### config.mk
export PLATFORM = sky130hd
export DESIGN_NAME = mem_ctrl
export DESIGN_NICKNAME = d
export VERILOG_FILES = /design/src/rtl/riscv_mem_pkg.sv /design/src/rtl/mem_ld_extend.sv /design/src/rtl/mem_ctrl.sv
export SDC_FILE = /design/constraint.sdc
export NUM_CORES = 1
export LEC_CHECK = 0
export CELL_PAD_IN_SITES_DETAIL_PLACEMENT = 0
export CELL_PAD_IN_SITES_GLOBAL_PLACEMENT = 1
export CORE_ASPECT_RATIO = 1.75
export CORE_MARGIN = 5
export CORE_UTILIZATION = 32
export CTS_BUF_LIST = sky130_fd_sc_hd__clkbuf_4 sky130_fd_sc_hd__clkbuf_8 sky130_fd_sc_hd__clkbuf_16
export DETAILED_ROUTE_END_ITERATION = 16
export GPL_ROUTABILITY_DRIVEN = 0
export HOLD_SLACK_MARGIN = 0.02
export PLACE_DENSITY = 0.91
export SLEW_MARGIN = 20
export SYNTH_ARGS = -nofsm -noshare
export SYNTH_HDL_FRONTEND = slang
export SYNTH_SLANG_ARGS = --single-unit
### constraint.sdc
create_clock -name clk -period 5.6 [get_ports clk]
set_input_delay 1.12 -clock clk [delete_from_list [all_inputs] [get_ports clk]]
set_output_delay 1.12 -clock clk [all_outputs]
set_load 0.005 [all_outputs]
### src/rtl/riscv_mem_pkg.sv
// Load/store encodings, FSM state and owner types shared by the memory controller and the MEM stage.
package riscv_mem_pkg;

   localparam logic [2:0] LD_NONE = 3'd0;
   localparam logic [2:0] LD_LB   = 3'd1;
   localparam logic [2:0] LD_LH   = 3'd2;
   localparam logic [2:0] LD_LW   = 3'd3;
   localparam logic [2:0] LD_LBU  = 3'd4;
   localparam logic [2:0] LD_LHU  = 3'd5;

   localparam logic [1:0] ST_NONE = 2'd0;
   localparam logic [1:0] ST_SB   = 2'd1;
   localparam logic [1:0] ST_SH   = 2'd2;
   localparam logic [1:0] ST_SW   = 2'd3;

   typedef enum logic [1:0] {S_IDLE, S_XFER, S_WAIT, S_DONE} mem_state_t;
   typedef enum logic {OWN_IF, OWN_DATA} mem_owner_t;

   // Index of the last byte transferred (N-1) for a given access type.
   function automatic logic [1:0] ld_last(input logic [2:0] ld);
      case (ld)
         LD_LH, LD_LHU: ld_last = 2'd1;
         LD_LW:         ld_last = 2'd3;
         default:       ld_last = 2'd0;
      endcase
   endfunction

   function automatic logic [1:0] st_last(input logic [1:0] st);
      case (st)
         ST_SH:   st_last = 2'd1;
         ST_SW:   st_last = 2'd3;
         default: st_last = 2'd0;
      endcase
   endfunction

endpackage

### src/rtl/mem_ld_extend.sv
// Sign/zero extension of an assembled little-endian load buffer.
module mem_ld_extend
   import riscv_mem_pkg::*;
(
   input  logic [31:0] buf_data,
   input  logic [2:0]  ld,
   output logic [31:0] ext
);

   always_comb begin
      case (ld)
         LD_LB:   ext = {{24{buf_data[7]}}, buf_data[7:0]};
         LD_LH:   ext = {{16{buf_data[15]}}, buf_data[15:0]};
         LD_LBU:  ext = {24'h0, buf_data[7:0]};
         LD_LHU:  ext = {16'h0, buf_data[15:0]};
         default: ext = buf_data;
      endcase
   end

endmodule

### src/rtl/mem_ctrl.sv
// Arbitrated byte-serial memory controller: IF fetch and MEM-stage data port onto an 8-bit sync RAM.
module mem_ctrl
   import riscv_mem_pkg::*;
#(
   parameter int RAM_AW = 17
) (
   input  logic              clk,
   input  logic              rst,
   input  logic              if_req_i,
   input  logic [31:0]       if_addr_i,
   output logic [31:0]       if_data_o,
   output logic              if_done_o,
   output logic              if_busy_o,
   input  logic [2:0]        mem_read_i,
   input  logic [31:0]       mem_read_addr_i,
   input  logic [1:0]        mem_write_i,
   input  logic [31:0]       mem_write_addr_i,
   input  logic [31:0]       mem_write_data_i,
   output logic              read_busy_o,
   output logic              write_busy_o,
   output logic [31:0]       read_data_o,
   output logic              finish_o,
   input  logic [7:0]        ram_din_i,
   output logic [7:0]        ram_dout_o,
   output logic [RAM_AW-1:0] ram_a_o,
   output logic              ram_wr_o
);

   mem_state_t        state, state_nxt;
   mem_owner_t        owner;
   logic              is_st;
   logic [2:0]        ld_op;
   logic [1:0]        last;
   logic [1:0]        k;
   logic [RAM_AW-1:0] base;
   logic [31:0]       wdata;
   logic [31:0]       rbuf;
   logic [31:0]       ext;

   logic acc_st, acc_ld, acc_if, ld_valid;

   assign ld_valid = (mem_read_i >= LD_LB) && (mem_read_i <= LD_LHU);
   assign acc_st   = (mem_write_i != ST_NONE);
   assign acc_ld   = !acc_st && ld_valid;
   assign acc_if   = !acc_st && !ld_valid && if_req_i;

   always_ff @(posedge clk) begin
      if (rst) state <= S_IDLE;
      else     state <= state_nxt;
   end

   always_comb begin
      state_nxt = state;
      case (state)
         S_IDLE: if (acc_st || acc_ld || acc_if) state_nxt = S_XFER;
         S_XFER: if (k == last) state_nxt = is_st ? S_DONE : S_WAIT;
         S_WAIT: state_nxt = S_DONE;
         default: state_nxt = S_IDLE;
      endcase
   end

   // Access context and load assembly; a load captures the byte addressed one cycle earlier.
   always_ff @(posedge clk) begin
      if (rst) begin
         owner <= OWN_IF;
         is_st <= 1'b0;
         ld_op <= LD_NONE;
         last  <= 2'd0;
         k     <= 2'd0;
         base  <= '0;
         wdata <= 32'h0;
         rbuf  <= 32'h0;
      end else begin
         case (state)
            S_IDLE: begin
               k    <= 2'd0;
               rbuf <= 32'h0;
               if (acc_st) begin
                  owner <= OWN_DATA;
                  is_st <= 1'b1;
                  last  <= st_last(mem_write_i);
                  base  <= mem_write_addr_i[RAM_AW-1:0];
                  wdata <= mem_write_data_i;
               end else if (acc_ld) begin
                  owner <= OWN_DATA;
                  is_st <= 1'b0;
                  ld_op <= mem_read_i;
                  last  <= ld_last(mem_read_i);
                  base  <= mem_read_addr_i[RAM_AW-1:0];
               end else if (acc_if) begin
                  owner <= OWN_IF;
                  is_st <= 1'b0;
                  ld_op <= LD_LW;
                  last  <= 2'd3;
                  base  <= if_addr_i[RAM_AW-1:0];
               end
            end
            S_XFER: begin
               k <= k + 2'd1;
               if (!is_st && k != 2'd0) rbuf[{k - 2'd1, 3'b000} +: 8] <= ram_din_i;
            end
            S_WAIT: rbuf[{last, 3'b000} +: 8] <= ram_din_i;
            default: ;
         endcase
      end
   end

   mem_ld_extend u_ext (
      .buf_data (rbuf),
      .ld       (owner == OWN_IF ? LD_LW : ld_op),
      .ext      (ext)
   );

   // Outputs are gated by rst so a reset mid-access stops writes and pulses in that same cycle.
   always_comb begin
      if_data_o    = 32'h0;
      if_done_o    = 1'b0;
      if_busy_o    = 1'b0;
      read_busy_o  = 1'b0;
      write_busy_o = 1'b0;
      read_data_o  = 32'h0;
      finish_o     = 1'b0;
      ram_dout_o   = 8'h0;
      ram_a_o      = '0;
      ram_wr_o     = 1'b0;
      if (!rst) begin
         case (state)
            S_XFER: begin
               ram_a_o      = base + RAM_AW'(k);
               ram_wr_o     = is_st;
               ram_dout_o   = is_st ? wdata[{k, 3'b000} +: 8] : 8'h0;
               read_busy_o  = 1'b1;
               write_busy_o = 1'b1;
               if_busy_o    = 1'b1;
            end
            S_WAIT: begin
               read_busy_o  = 1'b1;
               write_busy_o = 1'b1;
               if_busy_o    = 1'b1;
            end
            S_DONE: begin
               if (owner == OWN_IF) begin
                  if_done_o    = 1'b1;
                  if_data_o    = ext;
                  read_busy_o  = 1'b1;
                  write_busy_o = 1'b1;
               end else begin
                  finish_o    = 1'b1;
                  read_data_o = is_st ? 32'h0 : ext;
                  if_busy_o   = 1'b1;
               end
            end
            default: ;
         endcase
      end
   end

endmodule

==> results.sh, run 1 <==
export IMPL_status="finished clean"
export IMPL_gr_total_overflow=0
export IMPL_hpwl_um=12800
export IMPL_ys_types=58
export IMPL_max_slew_margin=0.434
export IMPL_ir_drop_uv=199
export IMPL_tightest_slew_ps=849
export IMPL_leakage_nw=2.93
export IMPL_start_util=0.325
export IMPL_period_minus_slack_ps=4370
export IMPL_dr_pass1_iters=4
export IMPL_grt_pass1_wl_um=26400
export IMPL_core_rowCount=62
export IMPL_die_y_um=181
export IMPL_hold_viol=0
export IMPL_clk_pin_slew_worst_paths_ps=60
export IMPL_required_ps=4480
export IMPL_vias=5258
export IMPL_arrival_ps=3250
export IMPL_place_area_sq_mm=0.00739
export IMPL_clockRootBuffer="clkbuf_16"
export IMPL_crit_path_end_kind="output port"
export IMPL_die_width_um=108
export IMPL_cts_buffers=9
export IMPL_synth_area_sq_mm=0.00532
export IMPL_synth_flop_cell="dfxtp_1"
export IMPL_fin_setup_tns_ps=0
export IMPL_place_ws_ps=1150
export IMPL_clock_latency_ps=350
export IMPL_setup_viol=0
export IMPL_crit_fanout=15
export IMPL_cts_hold_buf=0
export IMPL_synth_edff_count=0
export IMPL_io_buffers=193
export IMPL_dp_cells=1026
export IMPL_setup_slack_ps=1230
export IMPL_htreeDepth=3
export IMPL_clk_path_buf_depth=2
export IMPL_hold_ws_ps=451
export IMPL_cts_tree="built"
export IMPL_fin_cells=1042
export IMPL_slowest_delay_ps=630
export IMPL_diodes=0
export IMPL_post_route_period_util=0.780
export IMPL_syn_area_per_cell_sq_um=8.20
export IMPL_finClkSkew_ps=8.17
export IMPL_drv_cap=0
export IMPL_antenna_found_initial=0
export IMPL_crit_path_start_kind="primary input"
export IMPL_mostFrequentLayoutCell="clkdlybuf4s50_1"
export IMPL_post_cts_resized=0
export IMPL_drive_above_1_share=0.0587
export IMPL_synth_fp_nets=812
export IMPL_nets=976
export IMPL_finish_utilization=0.472
export IMPL_ys_ff_latch=92
export IMPL_finish_instance_area_sq_mm=0.00772
export IMPL_grt_pass1_vias=5195
export IMPL_synthCells=649
export IMPL_crit_buf_inv=2
export IMPL_syn_to_final_growth_pct=45.1
export IMPL_fillCellCount=1660
export IMPL_fp_coreArea_sq_mm=0.0164
export IMPL_fin_total_pwr_mw=2.39
export IMPL_final_antenna_net_count=0
export IMPL_path_class="primary input to output port"
export IMPL_hold_path_class="register to register"
export IMPL_slew_viol_final=0
export IMPL_critical_path_top_delay_family="simple AND/OR/NAND/NOR gates"
export IMPL_crit_chain="buf_2 -> nand3b_1 -> nor2_1 -> and3_1 -> a21o_1 -> clkdlybuf4s50_1"
export IMPL_fmax_mhz=229
export IMPL_grt_usage=0.171
export IMPL_postRouteWirelength_um=16900
export IMPL_multi_input_area_sq_mm=0.00323
export IMPL_cts_setup_buffers=0
export IMPL_critPathSlowestCell="and3_1"
export IMPL_cts_sinks=92
export IMPL_drc=0
export IMPL_dieArea_sq_mm=0.0194
export IMPL_routed_wire_length_per_instance_um=16.2
export IMPL_p_per_area_mw_per_mm2=309
export IMPL_via_per_inst=5.05
export IMPL_ys_async_sr_fraction=0
export IMPL_yosysSeqAreaShare=0.346
export IMPL_io_pins=239
export IMPL_synth_warning_count=0
export IMPL_rsz0062_at_grt="no"
export IMPL_final_cell_mix="clkdlybuf4s50_1 (192), dfxtp_1 (92), nand2_1 (84)"
export IMPL_grt_max_degree=70
export IMPL_regArea_sq_mm=0.00184
export IMPL_drt_first_iter_violations=154
==> sequential cells by signal (all words and copies together) (netlist names) <==
register	flops
ld_op	3
k	2
state	2
owner	1
is_st	1
base	17
rbuf	32
wdata	32
last	2
==> final timing paths <==
check | from | to | slack [ps] | cells after the start
max | rst | read_data_o[21] | 1230 | 6
min | wdata[23] | wdata[23] | 450 | 2
min reg2reg | wdata[23] | wdata[23] | 450 | 2
max reg2reg | k[1] | rbuf[16] | 3150 | 7
==> routing by layer <==
layer	wire (um)	vias to the layer above	GRT usage	part of all wire
met1	6380	2435	0.179	0.38
li1	-	2634	-	-
met4	555	0	0.0814	0.033
met2	9080	157	0.323	0.54
met5	0	-	0	0
met3	858	32	0.0265	0.051
==> area by class of cell <==
type	count	share of cell area
multi-input combinational	491	0.418
timing repair buffer	198	0.254
sequential	92	0.238
tap	224	0.0363
clock buffer	9	0.0292
clock inverter	7	0.0138
inverter	21	0.0102
==> tightest hold or removal path: cells and delay by family (launching register included) <==
kind / cells / cell delay, ps
flip-flops: 1 / 310
AO/OA/AOI/OAI: 1 / 50
AND/OR/NAND/NOR: 1 / 50
==> Yosys cell counts, types with 9 or more instances <==
cell type	count	area (sq um)
dfxtp_1	92	1840
nand2_1	85	319
a21oi_1	57	285
nor2_1	45	169
and2_1	39	244
clkbuf_1	34	128
a22o_1	32	280
and3_1	21	131
ha_1	18	225
inv_1	17	63.8
a21o_1	16	120
a211oi_1	14	105
nand3b_1	12	90.1
o21ai_1	10	50.1
o31ai_1	10	75.1
buf_2	9	45.0
xor2_1	9	78.8
==> where the power goes <==
| group | switching [mW] | internal [mW] |
|---|---|---|
| combinational | 0.480 | 0.350 |
| clock | 0.282 | 0.399 |
| sequential | 0.112 | 0.766 |
==> cells by family (layout without fill, tap and decap cells) <==
logic type               count (synthesis)  count (layout)  share of synthesized area
AO/OA/AOI/OAI                          187             187                      0.245
XOR/XNOR                                17              17                     0.0280
adder cells (fa/ha/maj)                 19              19                     0.0461
flip-flops                              92              92                      0.346
AND/OR/NAND/NOR                        258             258                      0.248
multiplexers                            10              10                     0.0378
buffers and inverters                   66             235                     0.0494
No activity file was read; power rests on OpenSTA's default activity.
==> run 2: changes to the inputs <==
--- a/config.mk
+++ b/config.mk
@@ -9,12 +9,12 @@
 export CELL_PAD_IN_SITES_GLOBAL_PLACEMENT = 1
 export CORE_ASPECT_RATIO = 1.75
 export CORE_MARGIN = 5
-export CORE_UTILIZATION = 32
+export CORE_UTILIZATION = 27
 export CTS_BUF_LIST = sky130_fd_sc_hd__clkbuf_4 sky130_fd_sc_hd__clkbuf_8 sky130_fd_sc_hd__clkbuf_16
 export DETAILED_ROUTE_END_ITERATION = 16
 export GPL_ROUTABILITY_DRIVEN = 0
 export HOLD_SLACK_MARGIN = 0.02
-export PLACE_DENSITY = 0.91
+export PLACE_DENSITY = 0.82
 export SLEW_MARGIN = 20
 export SYNTH_ARGS = -nofsm -noshare
 export SYNTH_HDL_FRONTEND = slang
==> constraint.sdc (replaced) <==
create_clock -name clk -period 3.6 [get_ports clk]
set_input_delay 0.72 -clock clk [delete_from_list [all_inputs] [get_ports clk]]
set_output_delay 0.72 -clock clk [all_outputs]
set_load 0.005 [all_outputs]
==> results.sh, run 2 (same netlist as run 1, synthesis figures left out) <==
export IMPL_final_cell_mix="clkdlybuf4s50_1 (192), dfxtp_1 (92), nand2_1 (85)"
export IMPL_io_pins=239
export IMPL_max_slew_margin=0.453
export IMPL_htreeDepth=3
export IMPL_hpwl_um=13600
export IMPL_grt_pass1_vias=5260
export IMPL_cts_setup_buffers=0
export IMPL_cts_sinks=92
export IMPL_drc=0
export IMPL_path_class="register to output port"
export IMPL_crit_path_start_kind="register"
export IMPL_die_y_um=196
export IMPL_slowest_delay_ps=570
export IMPL_leakage_nw=3.00
export IMPL_finClkSkew_ps=6.87
export IMPL_switchingPower_mw=1.37
export IMPL_cts_tree="built"
export IMPL_sequentialPowerShare=0.358
export IMPL_fin_setup_tns_ps=0
export IMPL_required_ps=2880
export IMPL_post_route_period_util=0.962
export IMPL_dieArea_sq_mm=0.0227
export IMPL_dp_cells=1061
export IMPL_p_per_area_mw_per_mm2=479
export IMPL_crit_fanout=5
export IMPL_via_per_inst=4.87
export IMPL_diodes=0
export IMPL_io_buffers=193
export IMPL_finish_instance_area_sq_mm=0.00785
export IMPL_arrival_ps=2740
export IMPL_status="finished clean"
export IMPL_hold_path_class="register to register"
export IMPL_grt_usage=0.153
export IMPL_postRouteWirelength_um=17400
export IMPL_crit_chain="ha_1 -> fa_1 -> and3_1 -> nand4_1 -> or3_1 -> a21oi_1 -> clkdlybuf4s50_1"
export IMPL_fin_cells=1077
export IMPL_dr_pass1_iters=5
export IMPL_fp_coreArea_sq_mm=0.0196
export IMPL_post_cts_resized=0
export IMPL_tightest_slew_ps=817
export IMPL_crit_buf_inv=1
export IMPL_critPathSlowestCell="clkdlybuf4s50_1"
export IMPL_p_comb_frac=0.362
export IMPL_start_util=0.272
export IMPL_switching_share=0.364
export IMPL_grt_max_degree=44
export IMPL_crit_path_end_kind="output port"
export IMPL_fmax_mhz=289
export IMPL_drv_cap=0
export IMPL_clkPwrFrac=0.280
export IMPL_drive_above_1_share=0.0721
export IMPL_period_minus_slack_ps=3460
export IMPL_mostFrequentLayoutCell="clkdlybuf4s50_1"
export IMPL_clockRootBuffer="clkbuf_16"
export IMPL_fillCellCount=2010
export IMPL_gr_total_overflow=0
export IMPL_p_int_mw=2.39
export IMPL_antenna_found_initial=0
export IMPL_grt_pass1_wl_um=27500
export IMPL_cts_hold_buf=0
export IMPL_fin_total_pwr_mw=3.76
export IMPL_hold_viol=0
export IMPL_clk_path_buf_depth=2
export IMPL_syn_to_final_growth_pct=47.5
export IMPL_final_antenna_net_count=0
export IMPL_clock_latency_ps=340
export IMPL_setup_viol=0
export IMPL_die_width_um=116
export IMPL_routed_wire_length_per_instance_um=16.2
export IMPL_vias=5249
export IMPL_drt_first_iter_violations=225
export IMPL_critical_path_top_delay_family="simple AND/OR/NAND/NOR gates"
export IMPL_cts_buffers=9
export IMPL_core_rowCount=68
export IMPL_reg_top3="rbuf (32), wdata (32), base (17)"
export IMPL_clk_pin_slew_worst_paths_ps=70
export IMPL_place_area_sq_mm=0.00752
export IMPL_rsz0062_at_grt="no"
export IMPL_ir_drop_uv=244
export IMPL_nets=990
export IMPL_slew_viol_final=0
==> run 2: power by group through the flow <==
stage / sequential (mW) / combinational [mW] / clock (mW)
floorplan: 1.33 / 0.918 / 0
global placement: 1.36 / 1.37 / 0
detailed placement: 1.37 / 1.38 / 0
CTS: 1.35 / 1.39 / 1.09
global route: 1.37 / 1.54 / 1.12
finish: 1.35 / 1.36 / 1.05
==> run 2: stage by stage <==
stage,hold WS (ps),utilization,setup slack (ps)
floorplan,429,-,1030
global placement,440,0.384,477
detailed placement,444,0.384,490
CTS,454,0.401,104
global route,475,0.401,1.83
finish,454,0.401,137
==> run 2: path summary, 6_finish.rpt <==
kind	startpoint	end	slack, ps	cells past startpoint
hold reg to reg	wdata[23]	wdata[23]	450	2
setup reg to reg	k[1]	rbuf[24]	1150	7
setup / recovery	base[0]	ram_a_o[16]	140	7
hold / removal	wdata[23]	wdata[23]	450	2
==> run 2: metal layers <==
layer | share of wire | track usage | wire, um | vias up
met2 | 0.54 | 0.291 | 9370 | 167
met1 | 0.38 | 0.165 | 6580 | 2394
met3 | 0.054 | 0.0244 | 948 | 27
li1 | - | - | - | 2661
met5 | 0 | 0 | 0 | -
met4 | 0.029 | 0.0555 | 501 | 0
==> run 2: worst register-to-register path, stage by stage (launching register included) <==
cell and delay (ps):
dfxtp_1 390, buf_4 260, inv_1 140, ha_1 350, nor3b_1 290, nand3_1 120
a21oi_1 610, a22o_1 220
==> run 2: area by class of cell <==
cell class / instances / area (sq um) / share of cell area
multi-input cells: 491 / 3220 / 0.411
clock inverters: 7 / 105 / 0.0134
inverters: 21 / 78.8 / 0.0100
clock buffers: 9 / 225 / 0.0287
repair buffers: 212 / 2070 / 0.264
well taps: 245 / 307 / 0.0390
flip-flops and latches: 92 / 1840 / 0.235
==> RTL edit 1: new RTL, config.mk and constraints of run 1 <==
Re-encode `mem_state_t` (4 states) as one-hot, 4 bits wide.
--- a/src/rtl/riscv_mem_pkg.sv
+++ b/src/rtl/riscv_mem_pkg.sv
@@ -14,5 +14,5 @@
    localparam logic [1:0] ST_SW   = 2'd3;
 
-   typedef enum logic [1:0] {S_IDLE, S_XFER, S_WAIT, S_DONE} mem_state_t;
+   typedef enum logic [3:0] {S_IDLE = 4'b0001, S_XFER = 4'b0010, S_WAIT = 4'b0100, S_DONE = 4'b1000} mem_state_t;
    typedef enum logic {OWN_IF, OWN_DATA} mem_owner_t;
 
Formal check against the unedited RTL: same outputs for any inputs over 4 cycles, from zero or initial values and one cycle with rst high; so few cycles prove little.
==> RTL edit 1 against run 1 <==
- sequential cell count up 2
- count of clock-buffer cells in the layout unchanged
- worst hold slack about the same
- largest power group unchanged
- setup slack better by 0.077 ns
- power down 20%
- area after synthesis up 2.4%
- final area up 1.3%
- critical endpoint is now ram_a_o[14]
- wire length up 5.3%
==> RTL edit 1: results (changes against run 1) <==
[status]
outcome = complete, no violations

[min_path]
min_from = wdata[29]
whs_endpoint = wdata[29]

[grt]
grt_max_degree = 51  ; -27%
grt_pass1_vias = 5362  ; +3.2%
grt_usage_pct = 17.62  ; +0.51 points

[worst_setup_path]
worstPathArrival_ns = 3.17  ; -0.08 ns
reg2reg_from = k[0]
r2r-end = rbuf[23]

[route]
wl_met2_um = 9655  ; +6.3%
wl_met1_um = 6637  ; +4.0%

[logic_synthesis]
synth_top_cells_by_area = dfxtp_1 35%, nand2_1 6.7%, a21oi_1 5.4%
synth_compound_area_share_pct = 23.75  ; -0.72 points
syn_nets = 830  ; +2.2%
muxShareOfSynthArea_pct = 3.304  ; -0.48 points
synth_cell_type_count = 62  ; +6.9%
synth_xor_area_share_pct = 2.088  ; -0.71 points
yosysSeqAreaShare_pct = 34.51  ; -0.083 points
synth-adder-area-share_pct = 3.350  ; -1.3 points

[cells_and_area]
final_nets = 995  ; +1.9%
n_fill_cell = 1720  ; +3.6%
drive_gt1_share_pct = 7.482  ; +1.6 points

[power]
p_seq_w = 0.000821  ; -6.5%
ir_worst_vdd_v = 0.0001527  ; -23%
combPwrFrac_pct = 25.4  ; -9.3 points

[place]
post_dp_cell_area_sq_mm = 0.007532  ; +1.9%

==> RTL edit 1: cell types whose count changed in the layout (fill, tap and decap cells not counted), sizes merged, moves of 8 or more <==
cell,before,now
inv,24,35
nand2,86,97
a21o,16,0
o32ai,0,16
o21ai,13,27
nand3b,12,3
nor2b,6,16
a31oi,9,1
==> RTL edit 1: layout make-up <==
class	instances	share of cell area [%]
inverters	31	1.488
flip-flops and latches	94	24.06
multi-input cells	501	41.84
clock buffers	9	2.879
well taps	227	3.631
repair buffers	200	25.30
clock inverters	7	0.7997
==> RTL edit 1: per-layer routing <==
layer / vias up / GRT usage, %
li1: 2730 / -
met5: - / 0
met1: 2530 / 18.47
met3: 37 / 2.088
met2: 167 / 33.86
met4: 0 / 8.089
==> RTL edit 1: through the flow <==
step	hold slack, ns	setup WS, ns
2_1_floorplan	0.4331	2.102
3_3_place_gp	0.4395	1.341
3_5_place_dp	0.4449	1.336
4_1_cts	0.4559	1.266
5_1_grt	0.4722	1.087
6_report	0.4503	1.307
==> RTL edit 2: new RTL, config.mk and constraints of run 1 <==
Made on the original files. Register the output `ram_dout_o`, without a reset; this adds one clock of latency there. The other outputs are not delayed to match.
--- a/src/rtl/mem_ctrl.sv
+++ b/src/rtl/mem_ctrl.sv
@@ -26,4 +26,6 @@
    output logic              ram_wr_o
 );
+
+   logic [7:0] ram_dout_d;
 
    mem_state_t        state, state_nxt;
@@ -121,5 +123,5 @@
       read_data_o  = 32'h0;
       finish_o     = 1'b0;
-      ram_dout_o   = 8'h0;
+      ram_dout_d   = 8'h0;
       ram_a_o      = '0;
       ram_wr_o     = 1'b0;
@@ -129,5 +131,5 @@
                ram_a_o      = base + RAM_AW'(k);
                ram_wr_o     = is_st;
-               ram_dout_o   = is_st ? wdata[{k, 3'b000} +: 8] : 8'h0;
+               ram_dout_d   = is_st ? wdata[{k, 3'b000} +: 8] : 8'h0;
                read_busy_o  = 1'b1;
                write_busy_o = 1'b1;
@@ -156,4 +158,8 @@
    end
 
+   always_ff @(posedge clk) begin
+      ram_dout_o <= ram_dout_d;
+   end
+
 endmodule
 
Function: changed (a bounded check fails within 4 cycles, from zero or initial values and one cycle with rst high).
==> RTL edit 2 against run 1 <==
- area after synthesis up 5.7%
- power down 0.22%
- wire length up 3.6%
- combinational power about the same
- sequential cell count up 8
- final area up 3.4%
- clock power down 9.3%
- setup slack better by 0.098 ns
- first-iteration DRC count up 18%
- sequential share of layout area up 1.2 points
- highest routed layer unchanged
==> RTL edit 2: results (changes against run 1) <==
[worst_setup_path]
rrSetupSlack_ns = 3.17  ; +0.02 ns
reg2reg_from = k[0]
worstPathArrival_ns = 3.15  ; -0.10 ns
critical-path-slowest-cell = nor2_2

[route]
wl_met1_um = 6693  ; +4.9%
dr_wl_met3_um = 797  ; -7.1%
wl_um = 17500  ; +3.6%
drtIter0Drc = 182  ; +18%

[timing]
fin_crit_ns = 4.272  ; -0.09845 ns

[cells_and_area]
nClkBuffers = 10  ; +1
multi_input_area_share_pct = 41.82  ; about the same
antenna_cells = 1  ; +1
drive_gt1_share_pct = 8.053  ; +2.2 points
regArea_sq_mm = 0.002002  ; +8.7%
finish.instance_area_sq_mm = 0.007989  ; +3.4%
n_fill_cell = 1728  ; +4.1%
final-nonclk-buf-share_pct = 24.96  ; -0.46 points
signal_buffers = 202  ; +2.0%
clk_share_pct = 3.759  ; -0.53 points
inv_count = 16  ; -24%

[cts]
clock_sinks = 100  ; +8.7%

[power]
ir_worst_vdd_v = 0.0001499  ; -25%

[place]
post-place-ws_ns = 1.301  ; +0.1463 ns
dp_hpwl_um = 13670  ; +6.5%
post_dp_cell_area_sq_mm = 0.007685  ; +4.0%

[logic_synthesis]
yosysSeqAreaShare_pct = 35.59  ; +0.99 points
syn_nets = 821  ; +1.1%
netlist_instances = 658  ; +1.4%
synth_top_cells_by_area = dfxtp_1 36%, nand2_1 6.5%, a22o_1 4.8%

[grt]
met1_usage_pct = 18.74  ; +0.83 points
met2_usage_pct = 31.35  ; -0.96 points
grt_max_degree = 40  ; -43%
grt_usage_pct = 16.91  ; -0.20 points

[status]
outcome = complete, no violations

RTL edit 2: how the worst min path moves through the flow:
stage | start | end | slack (ns) | depth (start not counted)
floorplan | base[0] | base[0] | 0.43 | 2
global placement | wdata[11] | wdata[11] | 0.44 | 2
detailed placement | wdata[16] | wdata[16] | 0.45 | 2
CTS | wdata[16] | wdata[16] | 0.46 | 2
global route | wdata[3] | wdata[3] | 0.47 | 2
finish | wdata[23] | wdata[23] | 0.45 | 2
RTL edit 2: kinds of logic after synthesis:
group                    synth area share (%)
buffers and inverters                   5.049
adder cells (fa/ha/maj)                 4.360
AO/OA/AOI/OAI                           26.27
XOR/XNOR                                2.491
flip-flops                              35.59
multiplexers                            3.937
AND/OR/NAND/NOR                         22.31
RTL edit 2: where the power goes:
group          switching [W]  internal [W]
Clock               0.000297      0.000321
Combinational       0.000470      0.000361
Sequential          0.000105      0.000830
Total               0.000872       0.00151
